==> src/rtl/uart_cfg.sv <==
// Parametrised full-duplex UART: configurable width, bit period, parity and stop bits,
// with a run-time loopback select feeding the transmitter back into the receiver.
module uart_cfg #(
  parameter int INPUT_DATA_WIDTH = 8,
  parameter int CLKS_PER_BIT     = 16,
  parameter int PARITY           = 0,
  parameter int STOP_BITS        = 1
) (
  input  logic                        clk,
  input  logic                        reset,
  input  logic                        enable,
  input  logic [INPUT_DATA_WIDTH-1:0] i_data,
  output logic                        o_busy,
  output logic                        serial_out,
  input  logic                        serial_in,
  input  logic                        loopback,
  output logic [INPUT_DATA_WIDTH-1:0] received_data,
  output logic                        data_is_valid,
  output logic                        rx_error,
  output logic                        parity_error
);

  localparam int W     = INPUT_DATA_WIDTH;
  localparam int CNT_W = $clog2(CLKS_PER_BIT);
  localparam int BIT_W = $clog2(W + 1);
  localparam logic [CNT_W-1:0] CNT_LAST  = CNT_W'(CLKS_PER_BIT - 1);
  localparam logic [CNT_W-1:0] CNT_HALF  = CNT_W'(CLKS_PER_BIT / 2 - 1);
  localparam logic [BIT_W-1:0] DATA_LAST = BIT_W'(W - 1);
  localparam logic [BIT_W-1:0] STOP_LAST = BIT_W'(STOP_BITS - 1);
  localparam logic             ODD       = (PARITY == 2);

  if (W < 1 || W > 16 || CLKS_PER_BIT < 4 || (CLKS_PER_BIT % 2) != 0 ||
      PARITY < 0 || PARITY > 2 || STOP_BITS < 1 || STOP_BITS > 2) begin : g_bad_params
    $error("uart_cfg: unsupported parameter combination");
  end

  // ---------------------------------------------------------------- transmitter
  typedef enum logic [2:0] {TX_IDLE, TX_START, TX_DATA, TX_PAR, TX_STOP} tx_state_e;

  tx_state_e        tx_state_q, tx_state_d;
  logic [CNT_W-1:0] tx_cnt_q, tx_cnt_d;
  logic [BIT_W-1:0] tx_bit_q, tx_bit_d;
  logic [W-1:0]     tx_shift_q, tx_shift_d, tx_shift_nx;
  logic             tx_par_q, tx_par_d;
  logic             tx_line_q, tx_line_d;
  logic             tx_bit_end;

  always_comb begin
    tx_state_d  = tx_state_q;
    tx_cnt_d    = tx_cnt_q + CNT_W'(1);
    tx_bit_d    = tx_bit_q;
    tx_shift_d  = tx_shift_q;
    tx_par_d    = tx_par_q;
    tx_line_d   = tx_line_q;
    tx_shift_nx = tx_shift_q >> 1;
    tx_bit_end  = (tx_cnt_q == CNT_LAST);
    unique case (tx_state_q)
      TX_IDLE: begin
        tx_cnt_d = '0;
        if (enable) begin
          tx_state_d = TX_START;
          tx_shift_d = i_data;
          tx_par_d   = (^i_data) ^ ODD;
          tx_line_d  = 1'b0;
        end
      end
      TX_START: begin
        if (tx_bit_end) begin
          tx_cnt_d   = '0;
          tx_bit_d   = '0;
          tx_state_d = TX_DATA;
          tx_line_d  = tx_shift_q[0];
        end
      end
      TX_DATA: begin
        if (tx_bit_end) begin
          tx_cnt_d = '0;
          if (tx_bit_q == DATA_LAST) begin
            tx_bit_d = '0;
            if (PARITY != 0) begin
              tx_state_d = TX_PAR;
              tx_line_d  = tx_par_q;
            end else begin
              tx_state_d = TX_STOP;
              tx_line_d  = 1'b1;
            end
          end else begin
            tx_bit_d   = tx_bit_q + BIT_W'(1);
            tx_shift_d = tx_shift_nx;
            tx_line_d  = tx_shift_nx[0];
          end
        end
      end
      TX_PAR: begin
        if (tx_bit_end) begin
          tx_cnt_d   = '0;
          tx_bit_d   = '0;
          tx_state_d = TX_STOP;
          tx_line_d  = 1'b1;
        end
      end
      TX_STOP: begin
        if (tx_bit_end) begin
          tx_cnt_d = '0;
          if (tx_bit_q == STOP_LAST) tx_state_d = TX_IDLE;
          else                       tx_bit_d   = tx_bit_q + BIT_W'(1);
        end
      end
      default: tx_state_d = TX_IDLE;
    endcase
  end

  always_ff @(posedge clk) begin
    if (reset) begin
      tx_state_q <= TX_IDLE;
      tx_cnt_q   <= '0;
      tx_bit_q   <= '0;
      tx_shift_q <= '0;
      tx_par_q   <= 1'b0;
      tx_line_q  <= 1'b1;
    end else begin
      tx_state_q <= tx_state_d;
      tx_cnt_q   <= tx_cnt_d;
      tx_bit_q   <= tx_bit_d;
      tx_shift_q <= tx_shift_d;
      tx_par_q   <= tx_par_d;
      tx_line_q  <= tx_line_d;
    end
  end

  assign o_busy     = (tx_state_q != TX_IDLE);
  assign serial_out = tx_line_q;

  // ---------------------------------------------------------------- receiver
  typedef enum logic [2:0] {RX_IDLE, RX_START, RX_DATA, RX_PAR, RX_STOP} rx_state_e;

  rx_state_e        rx_state_q, rx_state_d;
  logic [CNT_W-1:0] rx_cnt_q, rx_cnt_d;
  logic [BIT_W-1:0] rx_bit_q, rx_bit_d;
  logic [W-1:0]     rx_word_q, rx_word_d;
  logic [W-1:0]     rdata_q, rdata_d;
  logic             rx_pbit_q, rx_pbit_d;
  logic             armed_q, armed_d;
  logic             sync1_q, sync1_d, sync2_q, sync2_d;
  logic             valid_q, valid_d, ferr_q, ferr_d, perr_q, perr_d;
  logic             rx_line, rx_sample;

  assign rx_line = sync2_q;

  always_comb begin
    sync1_d    = loopback ? tx_line_q : serial_in;
    sync2_d    = sync1_q;
    rx_state_d = rx_state_q;
    rx_cnt_d   = rx_cnt_q + CNT_W'(1);
    rx_bit_d   = rx_bit_q;
    rx_word_d  = rx_word_q;
    rdata_d    = rdata_q;
    rx_pbit_d  = rx_pbit_q;
    armed_d    = armed_q;
    valid_d    = 1'b0;
    ferr_d     = 1'b0;
    perr_d     = 1'b0;
    rx_sample  = (rx_cnt_q == CNT_LAST);
    unique case (rx_state_q)
      RX_IDLE: begin
        rx_cnt_d = '0;
        // A low line only starts a frame once it has been seen high, so a break gives one error.
        if (rx_line) begin
          armed_d = 1'b1;
        end else if (armed_q) begin
          armed_d    = 1'b0;
          rx_state_d = RX_START;
        end
      end
      RX_START: begin
        if (rx_cnt_q == CNT_HALF) begin
          rx_cnt_d = '0;
          if (rx_line) begin
            rx_state_d = RX_IDLE;
            armed_d    = 1'b1;
          end else begin
            rx_state_d = RX_DATA;
            rx_bit_d   = '0;
            rx_word_d  = '0;
          end
        end
      end
      RX_DATA: begin
        if (rx_sample) begin
          rx_cnt_d  = '0;
          rx_word_d = rx_word_q | (W'(rx_line) << rx_bit_q);
          if (rx_bit_q == DATA_LAST) begin
            rx_bit_d   = '0;
            rx_state_d = (PARITY != 0) ? RX_PAR : RX_STOP;
          end else begin
            rx_bit_d = rx_bit_q + BIT_W'(1);
          end
        end
      end
      RX_PAR: begin
        if (rx_sample) begin
          rx_cnt_d   = '0;
          rx_pbit_d  = rx_line;
          rx_state_d = RX_STOP;
        end
      end
      RX_STOP: begin
        if (rx_sample) begin
          rx_cnt_d   = '0;
          rx_state_d = RX_IDLE;
          if (!rx_line) begin
            ferr_d  = 1'b1;
            armed_d = 1'b0;
          end else if (PARITY != 0 && (((^rx_word_q) ^ ODD) != rx_pbit_q)) begin
            perr_d  = 1'b1;
            armed_d = 1'b1;
          end else begin
            valid_d = 1'b1;
            rdata_d = rx_word_q;
            armed_d = 1'b1;
          end
        end
      end
      default: rx_state_d = RX_IDLE;
    endcase
  end

  always_ff @(posedge clk) begin
    if (reset) begin
      sync1_q    <= 1'b1;
      sync2_q    <= 1'b1;
      rx_state_q <= RX_IDLE;
      rx_cnt_q   <= '0;
      rx_bit_q   <= '0;
      rx_word_q  <= '0;
      rdata_q    <= '0;
      rx_pbit_q  <= 1'b0;
      armed_q    <= 1'b0;
      valid_q    <= 1'b0;
      ferr_q     <= 1'b0;
      perr_q     <= 1'b0;
    end else begin
      sync1_q    <= sync1_d;
      sync2_q    <= sync2_d;
      rx_state_q <= rx_state_d;
      rx_cnt_q   <= rx_cnt_d;
      rx_bit_q   <= rx_bit_d;
      rx_word_q  <= rx_word_d;
      rdata_q    <= rdata_d;
      rx_pbit_q  <= rx_pbit_d;
      armed_q    <= armed_d;
      valid_q    <= valid_d;
      ferr_q     <= ferr_d;
      perr_q     <= perr_d;
    end
  end

  assign received_data = rdata_q;
  assign data_is_valid = valid_q;
  assign rx_error      = ferr_q;
  assign parity_error  = perr_q;

endmodule

==> config.mk <==
export PLATFORM = sky130hd
export DESIGN_NAME = uart_cfg
export DESIGN_NICKNAME = d
export VERILOG_FILES = /design/src/rtl/uart_cfg.sv
export SDC_FILE = /design/constraint.sdc
export NUM_CORES = 1
export LEC_CHECK = 0
export CORE_MARGIN = 2
export CORE_UTILIZATION = 32
export CTS_CLUSTER_SIZE = 8
export DETAILED_ROUTE_END_ITERATION = 8
export HOLD_SLACK_MARGIN = 0.15
export SYNTH_ARGS = -nofsm -noshare
export SYNTH_HDL_FRONTEND = slang
export SYNTH_SLANG_ARGS = --single-unit
==> constraint.sdc <==
create_clock -name clk -period 2.4 [get_ports clk]
set_input_delay 0.24 -clock clk [delete_from_list [all_inputs] [get_ports clk]]
set_output_delay 0.24 -clock clk [all_outputs]
set_load 0.01 [all_outputs]
Word level (Yosys, flattened, before mapping)
Cells that the tools add are included.
Operators by class
  reduce and logical (&&, ||, !) cells: 21
  muxes and demuxes: 54
  shift-type cells: 1
  eq/ne operators: 32
  $add $sub $neg: 4
  bitwise logic cells: 3
Operators with widths (number)
  $mux 4: 12
  $mux 8: 6
  $mux 3: 14
  $ne 2x2->1 const B: 18
  $pmux 8 s2: 2
  $pmux 3 s5: 2
  $pmux 4 s3: 2
  $add 4x1->4 const B: 4
  $pmux 4 s2: 2
  $reduce_and 7->1: 2
  $eq 3x2->1 const B: 4
  $eq 4x3->1 const B: 3
  $reduce_and 4->1: 3
  $mux 1: 11
  $reduce_and 5->1: 2
  $reduce_bool 3->1: 3
  $eq 4x4->1 const B: 2
  $or 8x8->8: 1
  $shl 1x4->8: 1
  $eq 3x1->1 const B: 2
  $eq 3x3->1 const B: 2
  $logic_not 3->1: 2
  $reduce_or 3->1: 2
  $logic_not 4->1: 1
  10 further kinds: 12
Word-level totals
  register bits: 52
  input bits: 13

Longest topological paths before layout
  word-level depth: 4
  mapped depth: 7

Least setup slack after synthesis
Ideal clock, no wire load.
  path type: reg2reg
  start point: register rx_cnt_q[0]
  end point: register rx_bit_q[3]
  data arrival time: 1.489 ns
  path slack: 0.825 ns
  buffers on the path: 1
  stages on the path, launching flop included: 7
  required time: 2.314 ns
  cells stage by stage: dfxtp_1 ha_1 and3_1 clkbuf_1 a22o_1 nand3_1 a221oi_2
On the way
  cells in the longest elaborated chain, start to end: 3
Ends and longest elaborated chain
  from (decl): line 138  | logic [CNT_W-1:0] rx_cnt_q, rx_cnt_d;
  from (signal assigned): line 246  | rx_cnt_q <= rx_cnt_d;
  $eq 4x3->1 or $eq 4x4->1 (tied branches): line 176, 163
  $ne 2x2->1 (no source line)
  $reduce_and 4->1 (no source line) (*)
  to (signal assigned): line 247  | rx_bit_q <= rx_bit_d;
  to (decl): line 139  | logic [BIT_W-1:0] rx_bit_q, rx_bit_d;
Mark *: on every way between the ends. The rest lies on a longest branch, timed or not.
A chain may end at the register's enable or synchronous reset.

Worst setup path in the final report
  start point: register tx_state_q[0]
  end point: output port o_busy
On the way
  cells in the longest elaborated chain, start to end: 1
Ends and longest elaborated chain
  from (decl): line 40  | tx_state_e tx_state_q, tx_state_d;
  from (signal assigned): line 122  | tx_state_q <= tx_state_d;
  $reduce_bool 3->1: line 131  | assign o_busy = (tx_state_q != TX_IDLE);
  to (decl): line 13  | output logic o_busy,
No other way between the ends.

==> summary.txt <==
Flow run
  – Max-Cap Viols: 0

GRT
  – GR Overflow Total: 0
  – Overall global routing resource usage: 0.122
  – Initial antenna violation count: 0
  – First-pass GRT wire length: 8670 um
  – Vias in the first global route: about 1900
  – Largest net degree at the start of global routing: 23

Timing
  – Fin. Hold Viols: 0
  – Max-slew violations: 0
  – Tcrit/Tclk final: 0.806
  – Max Clk Rate: 517 MHz
  – Setup Skew: 0.00917 ns
  – RSZ-0062 raised after global routing: no
  – Final setup violation count: 0
  – Setup tns final: 0 ns
  – Fin crit period: just under 2 ns

Yosys
  – Syn avg cell area: roughly 9.4 um^2
  – Post-synthesis async set-or-reset flop share: 0
  – Synth top area share: 0.414
  – Post-synth EDFFs: 0
  – Syn Inst Count: 268
  – Seq/Total Area, Yosys: 0.414
  – Main synth FF type: dfxtp_1
  – Synth Register Bits: between 50 and 60
  – Unique cell type count in the Yosys netlist: 66
  – Syn_nets: between 200 and 300
  – Yosys top cell by area: dfxtp_1
  – Synth top area cells: dfxtp_1, mux2i_1, a21oi_1
  – YS warnings: 0
  – Syn Std Cell Area: between 2000 and 3000 um^2

Power and ir drop
  – LEAKAGE: slightly above 0.001 uW
  – Worst IR drop on VDD: roughly 530 uV
  – Design Power: approximately 2100 uW
  – P per Cell Area: roughly 740 nW/um^2

Worst setup path
  – Worst EP arrival: ~1.7 ns
  – CP required: roughly 2.2 ns
  – Crit end category: primary output
  – Worst setup SP type: flip-flop
  – Crit path kind: reg2out
  – Worst Path Max Fanout: 12

Route
  – Number of remaining DRC errors: 0
  – Wirelength per Cell: 12.9 um
  – Initial DRT Pass Iterations: 4
  – Vias/cell: ~5.1
  – Routed vias: 2002
  – Antenna Nets Post-Route: 0
  – Iteration-0 DRC count of the detailed router: 82
  – Final WL: 5020 um

Die
  – DIE AREA: about 8600 um^2
  – Initial Utilization: 0.327
  – # rows: 32
  – Die height: ~93 um
  – Core area: roughly 7700 um^2
  – IO Count: 26
  – Die W: roughly 93 um

Finish
  – Antenna fix cells: 0
  – Synthesis-to-finish area growth: 15.4%
  – Share of layout cells above drive strength 1: 0.111
  – Nets: 304

Clocking
  – H-tree depth: 2
  – Clk Latency, worst-skew pair: 0.31 ns
  – Clock sink count: between 50 and 60
  – Clock Pin Slew Worst Setup and Hold Paths: about 0.1 ns
  – CTS buffer count: 5
  – Root Buffer Master: clkbuf_8
  – Setup bufs post-CTS: 0
  – Hold-fix buffers at CTS: 0
  – CTS tree: yes
  – CTS resizes: 0
  – Max clock buf depth: 2

Placed design
  – Post-DP HPWL: ~3500 um
  – GP Congestion: about 0.84
  – Port Buffer Count: 24

Status
  – Status: completed

Min path
  – Hold Path Class: in2reg
## logic make-up (layout without fill, tap and decap cells)
| group | count (synthesis) | after routing | share of synthesized area |
|---|---|---|---|
| xor gates and xnor gates | 5 | 5 | 0.0174 |
| other | 1 | 1 | 0.00149 |
| buffers and inverters | 26 | 45 | 0.0522 |
| and+or+nand+nor | 92 | 92 | 0.216 |
| DFF | 52 | 52 | 0.414 |
| AOI/OAI and AO/OA | 70 | 70 | 0.206 |
| adders and majority gates | 5 | 5 | 0.0249 |
| muxes | 17 | 17 | 0.0676 |
## state kept, by name, summed over array words and instances (netlist names)
name and cells:
armed_q 1, data_is_valid 1, received_data 8, rx_bit_q 4, rx_cnt_q 4, rx_error 1, rx_line 1, rx_state_q 3
rx_word_q 8, serial_out 1, sync1_q 1, tx_bit_q 4, tx_cnt_q 4, tx_shift_q 8, tx_state_q 3
## critical path: stages (launching register included)
cell             delay, ns
dfxtp_1               0.63
nor3_4                0.11
inv_2                 0.10
clkdlybuf4s50_1       0.54
## power breakdown
group          internal [uW]  leakage, uW  switching, uW  total (uW)
registers                950     0.000422           96.0        1050
logic                    283     0.000573            318         600
clock network            208    0.0000414            291         499
total                   1440      0.00104            705        2150
## metrics by stage
step	instance area [um^2]	utilization	hold slack (ns)	worst slack, ns	instances
2_1_floorplan	2520	-	0.362	0.825	268
3_3_place_gp	2820	0.366	0.431	0.664	381
3_5_place_dp	2820	0.366	0.430	0.617	381
4_1_cts	2900	0.378	0.368	0.471	389
5_1_grt	2900	0.378	0.405	0.357	389
6_report	2900	0.378	0.366	0.466	389
## metal layers
metal,share of wire,GRT usage,up-vias
met5,0,0,-
met4,0.0066,0.0306,0
met3,0.031,0.0252,6
met2,0.47,0.209,38
met1,0.49,0.158,941
li1,-,-,1017
## worst paths after layout
check	from	to	slack, ns	depth (start not counted)
setup reg to reg	tx_state_q[0]$_SDFFE_PP0P_	tx_state_q[0]$_SDFFE_PP0P_	0.59	6
setup / recovery	tx_state_q[0]$_SDFFE_PP0P_	o_busy	0.47	3
hold reg to reg	sync1_q$_SDFF_PP1_	rx_line$_SDFF_PP1_	0.45	1
hold / removal	reset	tx_shift_q[7]$_SDFFE_PP0P_	0.37	2
## cells in the final DEF (no fill, tap or decap), types with 7 or more instances in the layout
master and instances:
nor3_1 7, inv_1 7, mux2i_1 17, nor2_1 23
dfxtp_1 52, nand3_1 12, a311oi_1 7, a21oi_1 19
nand2_1 13, clkdlybuf4s50_1 23
## synth_stat cells (2+ instances only)
cell type	instances
and2_1	2
or2_2	2
o21a_1	2
or2b_1	2
buf_2	3
a21oi_1	19
nand2_1	13
nand3_1	12
o31ai_1	5
or3_1	2
nand3b_1	2
ha_1	5
nor3_1	7
a311oi_1	7
dfxtp_1	52
nand4_1	2
buf_4	4
a211o_1	2
o21ai_0	6
buf_6	2
nor3b_1	3
clkbuf_1	9
a32o_1	4
xor2_1	2
xnor2_1	3
a21o_2	3
and3_1	4
nand2b_1	4
nor2_1	23
a21o_1	3
mux2i_1	17
inv_1	7
nor3b_2	2
## cell type report
type                       instances  area, um^2
clock inverter                     2        16.3
sequential                        52        1040
fill                             808        4780
clock buffer                       6        72.6
tap                              102         128
inverter                           8        30.0
multi-input combinational        190        1340
timing repair buffer              29         273
Power figures use the tool's default switching activity.
